## config.mk

```make
export PLATFORM = sky130hd
export DESIGN_NAME = conv_window_gen_flat
export DESIGN_NICKNAME = d
export VERILOG_FILES = /design/src/rtl/conv_window_if.sv /design/src/rtl/conv_window_gen.sv /design/src/flat_wrapper.sv
export SDC_FILE = /design/constraint.sdc
export NUM_CORES = 1
export LEC_CHECK = 0
export CAP_MARGIN = 20
export CORE_MARGIN = 4
export CORE_UTILIZATION = 50
export CTS_CLUSTER_DIAMETER = 40
export DETAILED_ROUTE_END_ITERATION = 6
export GPL_ROUTABILITY_DRIVEN = 1
export PLACE_DENSITY_LB_ADDON = 0.12
export SLEW_MARGIN = 25
export SYNTH_ARGS = -nofsm -noshare
export SYNTH_HDL_FRONTEND = slang
export SYNTH_SLANG_ARGS = --single-unit
```

## constraint.sdc

```tcl
create_clock -name clk -period 1.7 [get_ports clk]
set_clock_uncertainty 0.05 [all_clocks]
set_input_delay 0.17 -clock clk [delete_from_list [all_inputs] [get_ports clk]]
set_output_delay 0.17 -clock clk [all_outputs]
set_load 0.01 [all_outputs]
```

## src/rtl/conv_window_if.sv

```systemverilog
// Pixel-in / window-out handshake bundle for conv_window_gen.
interface conv_window_if #(
  parameter int width = 8
);
  logic [width-1:0]   in_pix;
  logic               in_valid;
  logic               in_ready;
  logic [9*width-1:0] win;
  logic               win_valid;
  logic               win_ready;
  logic               win_last;

  modport master (
    output in_pix, in_valid, win_ready,
    input  in_ready, win, win_valid, win_last
  );

  modport slave (
    input  in_pix, in_valid, win_ready,
    output in_ready, win, win_valid, win_last
  );
endinterface

```

## src/rtl/conv_window_gen.sv

```systemverilog
// Streaming 3x3 "valid" sliding-window generator with two line buffers.
// Define CONV_STRIDE2_EN for stride-2 output; stride 1 otherwise.
module conv_window_gen #(
  parameter int width = 8,
  parameter int img_w = 8,
  parameter int img_h = 8
) (
  input  logic        clk,
  input  logic        rst,
  input  logic        en,
  conv_window_if.slave bus
);
  localparam int CW = $clog2(img_w);
  localparam int RW = $clog2(img_h);
  localparam logic [CW-1:0] COL_END = CW'(img_w - 1);
  localparam logic [RW-1:0] ROW_END = RW'(img_h - 1);
  localparam logic [CW-1:0] COL_TWO = CW'(2);
  localparam logic [RW-1:0] ROW_TWO = RW'(2);
`ifdef CONV_STRIDE2_EN
  // Last emitted window sits on the last even offset from 2 in each axis.
  localparam logic [CW-1:0] COL_LASTWIN = CW'((img_w - 1) - ((img_w - 3) % 2));
  localparam logic [RW-1:0] ROW_LASTWIN = RW'((img_h - 1) - ((img_h - 3) % 2));
`else
  localparam logic [CW-1:0] COL_LASTWIN = COL_END;
  localparam logic [RW-1:0] ROW_LASTWIN = ROW_END;
`endif

  logic [CW-1:0]      col_cnt;
  logic [RW-1:0]      row_cnt;
  logic [width-1:0]   lb0 [img_w];
  logic [width-1:0]   lb1 [img_w];
  logic [width-1:0]   win_p1 [9];
  logic               vld_p1;
  logic               last_p1;
  logic               ready;
  logic               accept;
  logic               emit;
  logic               is_last;
  logic [width-1:0]   top;
  logic [width-1:0]   mid;
  logic [width-1:0]   bot;
  logic [9*width-1:0] win_flat;

  assign ready  = en & (~vld_p1 | bus.win_ready);
  assign accept = bus.in_valid & ready;
  assign top    = lb1[col_cnt];
  assign mid    = lb0[col_cnt];
  assign bot    = bus.in_pix;

  always_comb begin
    emit = (row_cnt >= ROW_TWO) && (col_cnt >= COL_TWO);
`ifdef CONV_STRIDE2_EN
    emit = emit && !row_cnt[0] && !col_cnt[0];
`endif
    is_last = (row_cnt == ROW_LASTWIN) && (col_cnt == COL_LASTWIN);
  end

  // p0 -> p1: accepted pixel updates line buffers, counters and window
  always_ff @(posedge clk or negedge rst) begin
    if (!rst) begin
      col_cnt <= '0;
      row_cnt <= '0;
      vld_p1  <= 1'b0;
      last_p1 <= 1'b0;
      for (int i = 0; i < img_w; i++) begin
        lb0[i] <= '0;
        lb1[i] <= '0;
      end
      for (int i = 0; i < 9; i++) win_p1[i] <= '0;
    end else if (accept) begin
      lb1[col_cnt] <= mid;
      lb0[col_cnt] <= bot;
      for (int r = 0; r < 3; r++) begin
        win_p1[3*r]   <= win_p1[3*r+1];
        win_p1[3*r+1] <= win_p1[3*r+2];
      end
      win_p1[2] <= top;
      win_p1[5] <= mid;
      win_p1[8] <= bot;
      vld_p1    <= emit;
      last_p1   <= emit & is_last;
      if (col_cnt == COL_END) begin
        col_cnt <= '0;
        row_cnt <= (row_cnt == ROW_END) ? '0 : row_cnt + 1'b1;
      end else begin
        col_cnt <= col_cnt + 1'b1;
      end
    end else if (bus.win_ready) begin
      vld_p1 <= 1'b0;
    end
  end

  always_comb begin
    win_flat = '0;
    for (int i = 0; i < 9; i++) win_flat[i*width +: width] = win_p1[i];
  end

  assign bus.in_ready  = ready;
  assign bus.win       = win_flat;
  assign bus.win_valid = vld_p1;
  assign bus.win_last  = last_p1;
endmodule
```

## src/flat_wrapper.sv

```systemverilog
// flat-port wrapper written by rule: the top's interface ports become plain ports
module conv_window_gen_flat 
#(
  parameter int width = 8,
  parameter int img_w = 8,
  parameter int img_h = 8
)
  (clk, rst, en, bus_in_pix, bus_in_valid, bus_win_ready, bus_in_ready, bus_win, bus_win_valid, bus_win_last);
  conv_window_if #(.width(width)) bus_i ();
  input  logic clk;
  input  logic rst;
  input  logic en;
  input wire logic [$bits(bus_i.in_pix)-1:0] bus_in_pix;
  input wire logic [$bits(bus_i.in_valid)-1:0] bus_in_valid;
  input wire logic [$bits(bus_i.win_ready)-1:0] bus_win_ready;
  output wire logic [$bits(bus_i.in_ready)-1:0] bus_in_ready;
  output wire logic [$bits(bus_i.win)-1:0] bus_win;
  output wire logic [$bits(bus_i.win_valid)-1:0] bus_win_valid;
  output wire logic [$bits(bus_i.win_last)-1:0] bus_win_last;
  assign bus_i.in_pix = bus_in_pix;
  assign bus_i.in_valid = bus_in_valid;
  assign bus_i.win_ready = bus_win_ready;
  assign bus_in_ready = bus_i.in_ready;
  assign bus_win = bus_i.win;
  assign bus_win_valid = bus_i.win_valid;
  assign bus_win_last = bus_i.win_last;
  conv_window_gen #(.width(width), .img_w(img_w), .img_h(img_h)) u_core (.clk(clk), .rst(rst), .en(en), .bus(bus_i));
endmodule
```

==> results.toml, run 1 <==
[logic_synthesis]
synth_fp_nets = 800
synthArstFlopShare_pct = 100
synth_simple_gate_area_share_pct = 13.3
synth_fa_ha_area_share_pct = 0.817
synth_area_leaders = "dfrtp_1 57%, mux2_2 14%, nand2_1 8.5%, o21ai_0 2.2%, mux2i_1 1.5%"
synth_seq_area_share_pct = 56.7
muxShareOfSynthArea_pct = 17.1
synth.distinct_cells = 56
synth_top_area_share_pct = 56.7
synth_top_area_cell = "dfrtp_1"
synthTopCellsByCount = "208 x dfrtp_1, 208 x nand2_1, 117 x mux2_2"
ys.flop_type = "dfrtp_1"
synth_edf_count = 0
synth-compound-area-share_pct = 8.43
yosys_warnings = 0
synth-seq-cells = 208
synth_top_family_by_area = "multiplexers"
synth_xor_area_share_pct = 0
synthesis.instances = 781
syn_area_per_cell_um2 = 11.8
syn_area_um2 = 9180

[sta]
setup_violations = 127
worst_pin_slew_ps = 478
setup_ws_ps = -158
final-max-slew-violation-count = 0
grt_setup_unrepaired = "yes"
max_slew_margin_pct = 68.1
fin_crit_sh_pct = 109
hold_violations = 0
finalCriticalPeriod_ps = 1860
fmax_mhz = 538

[finish]
antennaDiodeCount = 0
n_fill_cell = 1172
final_cells = 1234
final_layout_size_suffix_gt1_share_pct = 39.4
area.growth.synth_to_final_pct = 43.5
nets = 999
fin_util_pct = 73.1

[cts]
numCtsBuffers = 34
path_clk_slew_ps = 50
cts-root-buf = "clkbuf_16"
clockBufferDepth = 3
clk_latency_ps = 500
cts.htree.levels = 2
tritoncts = "done"
cts.sinks = 208

[power_and_ir_drop]
clkPwrFrac_pct = 25.8
peakVddDrop_mv = 1.33
internal_power_mw = 16.9
p_leak_nw = 6.26
power_frac_seq_pct = 33.2
p_switching_mw = 8.89
power.density_nw_per_um2 = 1960
share_comb_of_total_power_pct = 40.9
p_sw_share_pct = 34.4

[global_route]
grt_max_degree = 52
grt_pass1_vias = 6935
grt_overflow_total = 0
antenna_found_initial = 0
track_usage_pct = 24.2
grt_pass1_wl_mm = 38.7

[drt]
drc = 0
viasPerCell = 5.72
ant_nets = 0
dr_total_vias = 7061
drtPass1Iterations = 5
drt-initial-drc-count = 447
wl_per_cell_um = 22.1
drt-total-wl_mm = 27.2

[critical_path]
critPathArrivalTime_ps = 2180
cp-start-kind = "flip-flop"
path_max_fanout = 6
crit_type = "reg -> reg"
critPathCaptureType = "flip-flop"
crit_required_ps = 2020

[floorplanning]
rows = 49
die-area_um2 = 20600
die_y_um = 144
ios = 88
core-area_um2 = 18000
die_w_um = 144
initial_core_util_pct = 51.0

[place]
place_inst = 1127
portBuffers = 87
dp_hpwl_mm = 16.0
place_congestion = 0.889
dp_slack_ps = -329

[outcome]
violations = "setup timing"
status = "finished, violations left"

[worst_hold_path]
hold_class = "in -> async"

[job]
cap_violations = 0
[logic make-up (layout without fill, tap and decap cells)]
group,Yosys count,after routing
and+or+nand+nor,263,263
DFF,208,208
muxes,138,138
AOI/OAI and AO/OA,112,112
buffers and inverters,54,278
adders and majority gates,6,6
[what timing repair did]
action	4_1_cts	5_1_grt
pin swaps	3	31
endpoints found under the setup margin	120	154
resized for setup	64	126
cloned	1	9
hold buffers	1	0
hold endpoints to repair	208	0
setup buffers	17	21
[power groups by stage]
stage,clock network (mW),registers [mW],logic [mW]
floorplan,0,8.29,4.46
finish,6.67,8.58,10.6
detailed placement,0,8.44,8.28
global placement,0,8.32,8.06
CTS,6.78,8.39,9.21
global route,7.02,8.78,11.2
[path summary, 6_finish.rpt]
kind / start / cells after the start / to / slack [ps]
min: rst / 2 / u_core.bus.win[0] / 160
min reg2reg: u_core.bus.win[51] / 2 / u_core.bus.win[51] / 420
min in group clk: bus_win_ready / 3 / u_core.bus.win_valid / 340
max reg2reg: u_core.col_cnt[1] / 7 / u_core.lb0[8] / -160
max in group asynchronous: rst / 3 / u_core.col_cnt[0] / 820
max: u_core.col_cnt[1] / 7 / u_core.lb0[8] / -160
[routing by layer]
metal | vias to the layer above | routed length [um] | global-route usage [%] | part of all wire, %
li1 | 3141 | - | - | -
met1 | 3620 | 11900 | 34.8 | 44
met2 | 246 | 13200 | 37.8 | 48
met3 | 54 | 1460 | 3.69 | 5.3
met4 | 0 | 737 | 8.37 | 2.7
met5 | - | 0 | 0 | 0
[critical path, stage by stage (launching register included)]
cell and delay [ps]:
dfrtp_2 440, buf_8 170, buf_6 140, and3b_1 160
nand4_1 120, buf_6 170, clkbuf_16 170, mux2_4 300
[area by class of cell]
type | instances | area (um^2) | share of cell area (%)
sequential | 208 | 5210 | 39.5
inverter | 4 | 17.5 | 0.133
tap | 229 | 287 | 2.17
timing repair buffer | 213 | 2410 | 18.3
multi-input combinational | 519 | 4130 | 31.4
clock buffer | 40 | 915 | 6.94
clock inverter | 21 | 206 | 1.57
[cells in the final DEF, fill, tap and decap left out, types with 7 or more instances in the layout]
cell | synthesis | layout
o21ai_1 | 3 | 18
mux2i_1 | 14 | 10
a221oi_2 | 3 | 8
nand2_2 | 0 | 8
buf_6 | 11 | 22
nor2_1 | 15 | 13
a21oi_1 | 14 | 10
dfrtp_1 | 208 | 204
buf_4 | 8 | 64
dlymetal6s2s_1 | 0 | 12
mux2_2 | 117 | 91
buf_12 | 0 | 26
o21ai_0 | 40 | 15
o21ai_2 | 0 | 10
nand2_1 | 208 | 197
clkbuf_16 | 0 | 42
clkdlybuf4s50_1 | 0 | 70
mux2_4 | 3 | 30
a31oi_1 | 10 | 8
a22oi_1 | 9 | 7
[through the flow]
stage | instance area [um^2] | total power [mW] | hold slack, ps | setup TNS [ps]
floorplan | 9180 | 12.8 | -176 | 0
global placement | 10900 | 16.4 | 117 | -20160
detailed placement | 10900 | 16.7 | 112 | -26800
CTS | 12400 | 24.4 | 155 | -2320
global route | 13200 | 27.0 | 202 | -13860
finish | 13200 | 25.8 | 163 | -8960
[sequential cells by signal (all words and copies together) (netlist names)]
signal and flops:
u_core.bus.win 72, u_core.lb0 64, u_core.lb1 64, u_core.col_cnt 3
u_core.row_cnt 3, u_core.bus.win_last 1, u_core.bus.win_valid 1
Note: power is estimated with default switching activity, not from simulation.
==> run 2: changes to the inputs <==
Settings changed: GPL_TIMING_DRIVEN from default to 0.
==> results.toml, run 2 (synthesis gave the netlist of run 1 again) <==
[sta]
fin_crit_sh_pct = 114
setup_ws_ps = -236
grt_setup_unrepaired = "yes"
fmax_mhz = 517
setup_violations = 148
worst_pin_slew_ps = 564
hold_violations = 0
max_slew_margin_pct = 62.4
finalCriticalPeriod_ps = 1940
final-max-slew-violation-count = 0

[outcome]
violations = "setup timing"
status = "finished, violations left"

[finish]
final_layout_size_suffix_gt1_share_pct = 42.9
layout_commonest_cell = "dfrtp_1"
largest_register_ff_count = 72
area.growth.synth_to_final_pct = 50.1
nets = 1018
most-common-layout-cells = "206 x dfrtp_1, 193 x nand2_1, 90 x mux2_2"
antennaDiodeCount = 0

[floorplanning]
die_w_um = 144
rows = 49
die_y_um = 144
ios = 88
die-area_um2 = 20600
core-area_um2 = 18000
initial_core_util_pct = 51.0

[global_route]
track_usage_pct = 27.6
antenna_found_initial = 0
grt_overflow_total = 0
grt_max_degree = 73
grt_pass1_wl_mm = 43.7
grt_pass1_vias = 7503

[cts]
numCtsBuffers = 31
tritoncts = "done"
path_clk_slew_ps = 60
clk_latency_ps = 550
clockBufferDepth = 3
cts.sinks = 208
cts-root-buf = "clkbuf_16"
cts.htree.levels = 1

[power_and_ir_drop]
p_total_mw = 28.2
power.density_nw_per_um2 = 2040
p_leak_nw = 6.71
peakVddDrop_mv = 1.30

[job]
cap_violations = 0

[critical_path]
crit_required_ps = 2050
cp-start-kind = "flip-flop"
critPathArrivalTime_ps = 2290
critPathCaptureType = "flip-flop"
path_max_fanout = 6
crit_type = "reg -> reg"

[drt]
viasPerCell = 6.00
drc = 0
drtPass1Iterations = 5
wl_per_cell_um = 24.6
drt-total-wl_mm = 30.9
ant_nets = 0
dr_total_vias = 7507
drt-initial-drc-count = 628

[worst_hold_path]
hold_class = "in -> async"

[place]
place_congestion = 0.865
dp_slack_ps = -629
dp_hpwl_mm = 16.5
portBuffers = 87
## run 2: changes by cell type in the layout (fill, tap and decap cells not counted), moves of 9 or more
| cell | previous run | this run |
|---|---|---|
| clkbuf_2 | 0 | 9 |
| clkdlybuf4s50_1 | 70 | 31 |
| dlymetal6s2s_1 | 12 | 30 |
| buf_4 | 64 | 46 |
| buf_6 | 22 | 44 |
| dlygate4sd2_1 | 4 | 24 |
| o21ai_2 | 10 | 20 |
## run 2: layout make-up
class / instances / area, um^2
multi-input cells: 520 / 4470
inverters: 4 / 31.3
flip-flops and latches: 208 / 5210
fillers: 1037 / 4240
clock buffers: 36 / 815
plain buffers: 43 / 502
well taps: 229 / 287
repair buffers: 191 / 2160
clock inverters: 21 / 309
## run 2: power by group
group          internal (mW)  total [mW]  leakage (nW)  switching (mW)
registers               7.02        8.70          2.63            1.68
logic                   6.54        12.6          3.53            6.05
clock network           4.40        6.88         0.552            2.48
total                   18.0        28.2          6.71            10.2
## run 2: layer usage
layer  GRT usage [%]  vias up  share of wire (%)
li1                -     3184                  -
met2            43.2      381                 47
met1            38.1     3833                 40
met4            12.3        0                5.4
met3            4.86      109                7.7
met5               0        -                  0
## run 2: timing repair
item                       4_1_cts  5_1_grt
setup endpoints to repair      221      204
pin swaps                       40       43
hold buffers                     1        0
hold endpoints to repair        65        0
cloned                           6        7
buffers inserted                66       27
gates resized for setup        224      166
## run 2: critical path: stages, from the launching register on
cell and delay [ps]:
dfrtp_2 450, buf_8 170, buf_12 140, buf_12 130
mux2_2 370, a21oi_4 320, o21ai_1 160
## run 2: stage by stage
stage / instance area (um^2) / utilization, % / std cells / TNS (ps) / hold WS (ps)
floorplan: 9180 / - / 781 / 0 / -176
global placement: 10300 / 57.4 / 1097 / -1695180 / 408
detailed placement: 10400 / 57.7 / 1099 / -75120 / 111
CTS: 13000 / 71.9 / 1227 / -8360 / 154
global route: 13800 / 76.5 / 1252 / -24970 / 187
finish: 13800 / 76.5 / 1252 / -22130 / 137
## run 2: path summary, 6_finish.rpt
check	startpoint	endpoint	slack, ps	cells past startpoint
worst max-delay path	u_core.col_cnt[1]	u_core.lb1[19]	-240	6
worst min-delay path	rst	u_core.bus.win[10]	140	2
max in group asynchronous	rst	u_core.lb0[47]	730	3
worst min register to register	u_core.bus.win[54]	u_core.bus.win[54]	420	2
worst max register to register	u_core.col_cnt[1]	u_core.lb1[19]	-240	6
min in group clk	bus_in_pix[4]	u_core.bus.win[68]	390	3
==> run 3: changes to the inputs <==
--- a/config.mk
+++ b/config.mk
@@ -12,2 +12,3 @@
 export DETAILED_ROUTE_END_ITERATION = 6
+export DONT_BUFFER_PORTS = 1
 export GPL_ROUTABILITY_DRIVEN = 1
==> constraint.sdc (replaced) <==
create_clock -name clk -period 1.7 [get_ports clk]
set_clock_uncertainty 0.05 [all_clocks]
set_input_delay 0.51 -clock clk [delete_from_list [all_inputs] [get_ports clk]]
set_output_delay 0.51 -clock clk [all_outputs]
set_load 0.01 [all_outputs]
==> results.toml, run 3 (synthesis gave the netlist of run 1 again) <==
[finish]
n_fill_cell = 1082
fin_util_pct = 72.0
fin_area_um2 = 13000
area.growth.synth_to_final_pct = 41.4
largest_register_ff_count = 72
layout_commonest_cell = "dfrtp_1"
antennaDiodeCount = 0
most-common-layout-cells = "204 x dfrtp_1, 186 x nand2_1, 80 x mux2_2"
final_layout_size_suffix_gt1_share_pct = 48.2
nets = 931

[critical_path]
crit_required_ps = 2130
timing.rr.start = "u_core.col_cnt[1]"
crit_type = "reg -> reg"
critPathArrivalTime_ps = 2420
cp-start-kind = "flip-flop"
critPathCaptureType = "flip-flop"
reg2reg_slack_ps = -290
path_max_fanout = 7
r2r_end = "u_core.lb1[10]"
r2r_cells = 6

[sta]
setup_ws_ps = -292
setup_violations = 152
grt_setup_unrepaired = "yes"
fmax_mhz = 502
worst_pin_slew_ps = 397
hold_violations = 208
max_slew_margin_pct = 73.5
final-max-slew-violation-count = 0
tns_ps = -28070
hold_slack_ps = -391
fin_crit_sh_pct = 117
finalCriticalPeriod_ps = 1990

[place]
dp_hpwl_mm = 15.7
portBuffers = 0
placed_area_um2 = 9490
dp_slack_ps = -620
place_congestion = 0.857

[outcome]
violations = "hold timing, setup timing"
status = "finished, violations left"

[cts]
clockBufferDepth = 3
path_clk_slew_ps = 60
clk_latency_ps = 550
numCtsBuffers = 31
cts-root-buf = "clkbuf_16"
tritoncts = "done"
cts.htree.levels = 1
cts.sinks = 208

[worst_hold_path]
hold_class = "in -> async"

[global_route]
grt_pass1_wl_mm = 42.3
grt_pass1_vias = 7239
track_usage_pct = 26.8
grt_overflow_total = 0
antenna_found_initial = 0
grt_max_degree = 209

[job]
cap_violations = 0

[floorplanning]
die_w_um = 144
initial_core_util_pct = 51.0
die_y_um = 144
rows = 49
die-area_um2 = 20600
ios = 88
core-area_um2 = 18000

[drt]
ant_nets = 0
viasPerCell = 6.15
dr_total_vias = 7170
drt-total-wl_mm = 29.9
drt-initial-drc-count = 542
drc = 0
drtPass1Iterations = 5
wl_per_cell_um = 25.7

[power_and_ir_drop]
clkPwrFrac_pct = 25.4
share_comb_of_total_power_pct = 41.0
power.density_nw_per_um2 = 2090
peakVddDrop_mv = 1.21
p_switching_mw = 9.80
p_sw_share_pct = 36.1
internal_power_mw = 17.3
p_leak_nw = 6.05
power_frac_seq_pct = 33.6
[run 3: changes by cell type in the layout (fill, tap and decap cells not counted), moves of 7 or more]
cell | previous run | this run
clkdlybuf4s50_1 | 31 | 0
dlymetal6s2s_1 | 30 | 0
dlygate4sd2_1 | 24 | 0
buf_4 | 46 | 35
mux2_2 | 90 | 80
mux2_4 | 32 | 42
buf_6 | 44 | 53
clkbuf_1 | 8 | 1
nand2_1 | 193 | 186
[run 3: cell type report]
type | instances | area [um^2] | area share [%]
sequential | 208 | 5210 | 40.1
clock inverter | 20 | 280 | 2.16
multi-input combinational | 520 | 4530 | 34.9
buffer | 48 | 543 | 4.18
clock buffer | 38 | 862 | 6.64
tap | 229 | 287 | 2.21
timing repair buffer | 99 | 1230 | 9.49
inverter | 4 | 36.3 | 0.279
[run 3: timing repair]
action,CTS,global route
pin swaps,52,53
setup endpoints to repair,204,195
gates resized for setup,209,149
gates cloned,8,4
buffers inserted,68,23
hold endpoints to repair,208,208
[run 3: how the worst max path moves through the flow]
| stage | start | endpoint | cells past startpoint |
|---|---|---|---|
| floorplan | bus_win_ready | u_core.bus.win[29] | 7 |
| global placement | u_core.col_cnt[2] | u_core.lb1[32] | 6 |
| detailed placement | u_core.col_cnt[2] | u_core.lb1[32] | 6 |
| CTS | u_core.bus.win_valid | bus_in_ready | 3 |
| global route | u_core.col_cnt[1] | u_core.bus.win[47] | 7 |
| finish | u_core.col_cnt[1] | u_core.lb1[10] | 6 |
[run 3: critical path, cell delays in order, from the launching register on]
cell and delay [ps]:
dfrtp_2 500, buf_6 160, nor2b_4 340, a221oi_4 140
buf_12 160, o221ai_4 340, mux2_2 230
[run 3: per-layer routing]
| layer | up-vias | global-route usage (%) | routed length, um |
|---|---|---|---|
| li1 | 3001 | - | - |
| met1 | 3699 | 35.1 | 11500 |
| met2 | 374 | 44.8 | 14500 |
| met3 | 96 | 5.29 | 2490 |
| met4 | 0 | 9.66 | 1400 |
| met5 | - | 0 | 0 |
[run 3: per-stage QoR]
step / instances / total power, mW
floorplan: 781 / 12.8
global placement: 1010 / 14.5
detailed placement: 1010 / 14.8
CTS: 1142 / 25.1
global route: 1166 / 28.1
finish: 1166 / 27.1
[run 3: power by group through the flow]
| stage | Combinational (mW) | Clock, mW | Sequential (mW) |
|---|---|---|---|
| global route | 11.6 | 7.18 | 9.33 |
| CTS | 9.28 | 6.90 | 8.88 |
| detailed placement | 6.00 | 0 | 8.77 |
| finish | 11.1 | 6.89 | 9.10 |
| global placement | 5.84 | 0 | 8.66 |
| floorplan | 4.47 | 0 | 8.29 |
